===== config.mk =====
export PLATFORM = sky130hd
export DESIGN_NAME = uart_rx_fifo
export DESIGN_NICKNAME = d
export VERILOG_FILES = /design/src/rtl/uart_pkg.sv /design/src/rtl/uart_rx_fifo_fifo.sv /design/src/rtl/uart_rx_fifo.sv
export SDC_FILE = /design/constraint.sdc
export NUM_CORES = 1
export LEC_CHECK = 0
export CORE_MARGIN = 2
export CORE_UTILIZATION = 35
export CTS_CLUSTER_DIAMETER = 150
export CTS_CLUSTER_SIZE = 40
export DETAILED_ROUTE_END_ITERATION = 10
export GPL_ROUTABILITY_DRIVEN = 0
export PLACE_DENSITY_LB_ADDON = 0.25
export SLEW_MARGIN = 20
export SYNTH_ARGS = -nofsm -noshare
export SYNTH_HDL_FRONTEND = slang
export SYNTH_SLANG_ARGS = --single-unit

===== constraint.sdc =====
create_clock -name Clk -period 2.72 [get_ports Clk]
set_input_delay 0.544 -clock Clk [delete_from_list [all_inputs] [get_ports Clk]]
set_output_delay 0.544 -clock Clk [all_outputs]
set_load 0.01 [all_outputs]

===== src/rtl/uart_pkg.sv =====
// Shared UART definitions: receiver FSM state encoding and bit-period helper.
// Reused by both the receiver and the matching transmitter.
package uart_pkg;

  typedef enum logic [1:0] {
    IDLE  = 2'd0,
    START = 2'd1,
    DATA  = 2'd2,
    STOP  = 2'd3
  } rx_state_e;

  // Clocks per bit, rounded to the nearest integer.
  function automatic int clks_per_bit(
    input int clk_hz,
    input int baud
  );
    return (clk_hz + baud / 2) / baud;
  endfunction

endpackage


===== src/rtl/uart_rx_fifo_fifo.sv =====
// sync_fifo: first-word fall-through FIFO with a count and pop-bypass on full.
// Ports: clk_i, rst_ni, push_i/data_i, pop_i, data_o, count_o, full_o, empty_o.
module sync_fifo #(
  parameter int WIDTH = 8,
  parameter int DEPTH = 16
) (
  input  logic                     clk_i,
  input  logic                     rst_ni,
  input  logic                     push_i,
  input  logic [WIDTH-1:0]         data_i,
  input  logic                     pop_i,
  output logic [WIDTH-1:0]         data_o,
  output logic [$clog2(DEPTH):0]   count_o,
  output logic                     full_o,
  output logic                     empty_o
);

  localparam int AW = $clog2(DEPTH);
  localparam logic [AW:0] FULL_CNT = (AW + 1)'(DEPTH);

  logic [WIDTH-1:0] mem_q [DEPTH];
  logic [AW-1:0]    wptr_q, wptr_d;
  logic [AW-1:0]    rptr_q, rptr_d;
  logic [AW:0]      cnt_q, cnt_d;
  logic             push, pop;

  assign empty_o = (cnt_q == '0);
  assign full_o  = (cnt_q == FULL_CNT);
  assign pop     = pop_i & ~empty_o;
  // A full FIFO still takes a push when the head leaves the same cycle.
  assign push    = push_i & (~full_o | pop);
  assign count_o = cnt_q;
  assign data_o  = empty_o ? '0 : mem_q[rptr_q];

  always_comb begin
    wptr_d = wptr_q;
    rptr_d = rptr_q;
    cnt_d  = cnt_q;
    if (push) wptr_d = wptr_q + 1'b1;
    if (pop)  rptr_d = rptr_q + 1'b1;
    unique case (1'b1)
      (push & ~pop): cnt_d = cnt_q + 1'b1;
      (pop & ~push): cnt_d = cnt_q - 1'b1;
      default:       cnt_d = cnt_q;
    endcase
  end

  always_ff @(posedge clk_i) begin
    if (!rst_ni) begin
      wptr_q <= '0;
      rptr_q <= '0;
      cnt_q  <= '0;
    end else begin
      wptr_q <= wptr_d;
      rptr_q <= rptr_d;
      cnt_q  <= cnt_d;
    end
  end

  always_ff @(posedge clk_i) begin
    if (rst_ni && push) mem_q[wptr_q] <= data_i;
  end

endmodule


===== src/rtl/uart_rx_fifo.sv =====
// 8N1 UART receiver with centre sampling, framing check and a byte FIFO.
// Ports: Clk, Reset_N, Uart_Rx in; Rd_Data/Rd_Valid/Rd_Ready pop port;
// Frame_Err and Overrun one-cycle pulses; Fifo_Count occupancy.
module uart_rx_fifo
  import uart_pkg::*;
#(
  parameter int CLK_HZ     = 50000000,
  parameter int BAUD       = 115200,
  parameter int FIFO_DEPTH = 16
) (
  input  logic                          Clk,
  input  logic                          Reset_N,
  input  logic                          Uart_Rx,
  output logic [7:0]                    Rd_Data,
  output logic                          Rd_Valid,
  input  logic                          Rd_Ready,
  output logic                          Frame_Err,
  output logic                          Overrun,
  output logic [$clog2(FIFO_DEPTH):0]   Fifo_Count
);

  localparam int CPB  = clks_per_bit(CLK_HZ, BAUD);
  localparam int HALF = CPB / 2;
  localparam int CW   = $clog2(CPB + 1);
  localparam logic [CW-1:0] CNT_BIT  = CW'(CPB - 1);
  localparam logic [CW-1:0] CNT_HALF = CW'(HALF - 1);

  logic            sync1_q, sync2_q, rx_s;
  rx_state_e       state_q, state_d;
  logic [CW-1:0]   cnt_q, cnt_d;
  logic [2:0]      bit_q, bit_d;
  logic [7:0]      shift_q, shift_d;
  logic            ferr_q, ferr_d;
  logic            ovr_q, ovr_d;
  logic            push_req;
  logic            fifo_full, fifo_empty;
  logic            pop;

  assign rx_s = sync2_q;

  always_comb begin
    state_d  = state_q;
    cnt_d    = cnt_q + CW'(1);
    bit_d    = bit_q;
    shift_d  = shift_q;
    ferr_d   = 1'b0;
    push_req = 1'b0;
    unique case (state_q)
      IDLE: begin
        cnt_d = '0;
        if (!rx_s) state_d = START;
      end
      START: begin
        if (cnt_q == CNT_HALF) begin
          cnt_d   = '0;
          bit_d   = '0;
          state_d = rx_s ? IDLE : DATA;
        end
      end
      DATA: begin
        if (cnt_q == CNT_BIT) begin
          cnt_d   = '0;
          shift_d = {rx_s, shift_q[7:1]};
          bit_d   = bit_q + 3'd1;
          if (bit_q == 3'd7) state_d = STOP;
        end
      end
      STOP: begin
        if (cnt_q == CNT_BIT) begin
          cnt_d   = '0;
          state_d = IDLE;
          if (rx_s) push_req = 1'b1;
          else      ferr_d   = 1'b1;
        end
      end
      default: state_d = IDLE;
    endcase
  end

  assign pop   = Rd_Ready & ~fifo_empty;
  // The byte is lost only if the FIFO is full and nothing leaves this cycle.
  assign ovr_d = push_req & fifo_full & ~pop;

  always_ff @(posedge Clk) begin
    if (!Reset_N) begin
      sync1_q <= 1'b1;
      sync2_q <= 1'b1;
      state_q <= IDLE;
      cnt_q   <= '0;
      bit_q   <= '0;
      shift_q <= '0;
      ferr_q  <= 1'b0;
      ovr_q   <= 1'b0;
    end else begin
      sync1_q <= Uart_Rx;
      sync2_q <= sync1_q;
      state_q <= state_d;
      cnt_q   <= cnt_d;
      bit_q   <= bit_d;
      shift_q <= shift_d;
      ferr_q  <= ferr_d;
      ovr_q   <= ovr_d;
    end
  end

  sync_fifo #(
    .WIDTH (8),
    .DEPTH (FIFO_DEPTH)
  ) u_fifo (
    .clk_i   (Clk),
    .rst_ni  (Reset_N),
    .push_i  (push_req),
    .data_i  (shift_q),
    .pop_i   (Rd_Ready),
    .data_o  (Rd_Data),
    .count_o (Fifo_Count),
    .full_o  (fifo_full),
    .empty_o (fifo_empty)
  );

  assign Rd_Valid  = ~fifo_empty;
  assign Frame_Err = ferr_q;
  assign Overrun   = ovr_q;

endmodule

==> results.md, run 1 <==
- Post-synth top flop: edfxtp_1
- Reg2reg end: u_fifo.mem_q[10][0]
- DRT iter0 DRCs: approximately 180
- Setup TNS: -1.01 ns
- Fraction of registers with async set or reset after synthesis: 0%
- Die footprint: 21000 um^2
- Worst vdd ir: 638 uV
- Clk_lat worst skew: 0.42 ns
- Largest net degree at the start of global routing: 34
- Crit-path slowest cell: mux4_2
- Post-detail-place hpwl: 9020 um
- # clock sinks: 171
- Cells after Synth: ~420
- Hold-fix buffers, CTS: 0
- Multi-input gate area in the final layout: 2160 um^2
- Synthesis Warnings: 0
- Row Count: between 50 and 60
- Post-route ant nets: 0
- Commonest cells after routing, fill and taps aside: 128 x edfxtp_1, 42 x dfxtp_1, 41 x mux4_2
- Final worst slack: -0.155 ns
- Filler instances: 1720
- Starting Density: 35.7%
- Die Width: 145 um
- CP bufs+invs: 3
- P&R area growth vs syn: 20.3%
- Kind of cell adding the most delay to the critical path: multiplexers
- Max FO, Critical Path: 8
- Syn Area/Cell: 16.7 um^2
- Placed cell areas: 7680 um^2
- Max-cap violations: 0
- Kind of end point of the critical path: output port
- Cell Pwr Density: 871 nW/um^2
- Worst r2r path cells: 6
- Worst-path cell chain: buf_16, buf_6, mux4_2, mux4_2, nor2b_4, buf_6
- Worst r2r src: cnt_q[0]
- Slew @ Worst Pin: 0.704 ns
- IO Port Bufs: 19
- Worst Path Required: 2.18 ns
- Layout cell share with drive strength beyond 1: about a quarter
- Final setup violation count: 8
- Lkg Pwr: 2.74 nW
- CP peak stage delay: 0.48 ns
- EDFF count, synth: about 130
- Setup CP Type: register to output port
- Status: complete, but fails checks
- CTS tree: yes
- Routed wire length: 13100 um
- Slew margin rel.: between 50% and 60%
- Unrepaired setup endpoints after global routing: yes
- R2R Setup Slk: 0.24 ns
- Avg WL per Cell: 17.5 um
- DRT Pass-1 Iters: 5
- Period utilisation layout: 106%
- Inserted Diodes: 0
- Syn_nets: 432
- Vias: 3626
- Post-synthesis register bit count: between 150 and 200
- Storage cell area: around 4700 um^2
- Skew final: 0.00840 ns
- Most common cell after layout, fill and taps aside: edfxtp_1
- Max Fclk: ~350 MHz
- IO Pins: 20
- Yosys cell types: 38
- Register area share after synthesis: 67.7%
- Worst EP arrival: ~2.3 ns
- Post-Syn Area: 6950 um^2
- Dpl ws: -0.0930 ns
- WHS Path Cells: 1
- Hold slack: just over 0.4 ns
- Drt via density: 4.83
- Finished Cell Area: 8360 um^2
- Placed cell count: 717
- Failing checks: negative setup slack
- Core Region: 19500 um^2
- GR Overflow Total: 0
- Die height: around 140 um
- Vias in the first global route: 3755
- Hold crit path type: register to register
- Global-route usage over all layers: 13.3%
- Power, Total: approximately 7.3 mW
- Cell Count, Final, Fillers Out: 750
- Utilization after layout: between 40% and 50%
- Hold Startpoint: sync1_q
- CTS Buf Count: 17
- CTS max path bufs: 2
- Root buf cell: clkbuf_16
- Clk slew on worst S/H paths: 0.06 ns
- CP startpoint kind: register
- Final number of max-transition violations: 0
- Min cycle time layout: 2.88 ns
- Hold Crit Endpoint: rx_s
- H-tree levels: 4
- Nets: ~490
- Drc violations: 0
- Final-report hold violation count: 0
- Initial antenna violation count: 0
- First-pass GRT wire length: around 21000 um
## registers in the layout, indices dropped and copies added, names as in the netlist, named ones only
register / flops
Frame_Err: 1
Overrun: 1
bit_q: 3
cnt_q: 9
rx_s: 1
shift_q: 8
state_q: 1
sync1_q: 1
u_fifo.count_o: 5
u_fifo.mem_q: 128
u_fifo.rptr_q: 4
u_fifo.wptr_q: 4
## power by group
group	switching [mW]	internal, mW	leakage (nW)
combinational	0.798	1.05	0.913
clock	0.977	1.54	0.297
sequential	0.0840	2.83	1.53
## worst max path at each step
stage | from | to | slack [ns] | depth (start not counted)
6_report | register | Rd_Data[7] | -0.16 | 6
5_1_grt | register | Rd_Data[7] | -0.23 | 6
4_1_cts | register | Rd_Data[1] | -0.21 | 5
3_5_place_dp | register | Rd_Data[1] | -0.09 | 5
3_3_place_gp | register | Rd_Data[2] | -0.08 | 5
2_1_floorplan | u_fifo.count_o[1] | u_fifo.count_o[4] | 0.02 | 10
## kinds of logic after synthesis
| group | Yosys count | synth area share, % |
|---|---|---|
| and+or+nand+nor | 115 | 9.29 |
| adders and majority gates | 12 | 2.16 |
| xor gates and xnor gates | 16 | 2.02 |
| muxes | 55 | 15.3 |
| buffers and inverters | 27 | 1.67 |
| AOI/OAI and AO/OA | 20 | 1.85 |
| DFF | 171 | 67.7 |
## area by class of cell
cell class	instances	area share, %
Clock buffer	17	5.09
Clock inverter	14	2.32
Inverter	11	0.494
Multi-Input combinational cell	218	25.9
Sequential cell	171	56.3
Tap cell	265	3.97
Timing Repair Buffer	54	5.96
## layer usage
layer	vias up	share of wire, %	wire [um]	track usage (%)
met5	-	0	0	0
met2	77	49	6470	21.5
met3	7	4.0	528	4.28
met1	1840	46	6020	17.4
li1	1702	-	-	-
met4	0	0.71	93	3.47
## synthesized netlist by cell type, types with 4 or more instances
| library cell | instances | area [um^2] |
|---|---|---|
| and2_1 | 24 | 150 |
| nor3_1 | 9 | 45.0 |
| dfxtp_1 | 43 | 861 |
| nand3_1 | 8 | 40.0 |
| ha_1 | 12 | 150 |
| xnor2_1 | 12 | 105 |
| edfxtp_1 | 128 | 3840 |
| xor2_1 | 4 | 35.0 |
| mux4_2 | 41 | 923 |
| nor2_1 | 17 | 63.8 |
| a21boi_0 | 4 | 30.0 |
| nor4_1 | 5 | 31.3 |
| mux2i_1 | 13 | 130 |
| nand2_1 | 16 | 60.1 |
| inv_1 | 11 | 41.3 |
| a21oi_1 | 4 | 20.0 |
| buf_2 | 6 | 30.0 |
| clkbuf_1 | 8 | 30.0 |
| nor2b_1 | 21 | 131 |
## timing repair
action / CTS / global route
buffers inserted: 1 / 0
hold endpoints to repair: 0 / 0
setup endpoints to repair: 8 / 10
cloned: 1 / 0
gates resized for setup: 40 / 9
Power figures use the tool's default switching activity.
==> inputs of run 2 (changes only) <==
--- a/config.mk
+++ b/config.mk
@@ -7,7 +7,6 @@
 export LEC_CHECK = 0
 export CORE_MARGIN = 2
 export CORE_UTILIZATION = 35
-export CTS_CLUSTER_DIAMETER = 150
 export CTS_CLUSTER_SIZE = 40
 export DETAILED_ROUTE_END_ITERATION = 10
 export GPL_ROUTABILITY_DRIVEN = 0
==> results of run 2 <==
No change in the layout: final DEF, timing and power equal those of run 1.
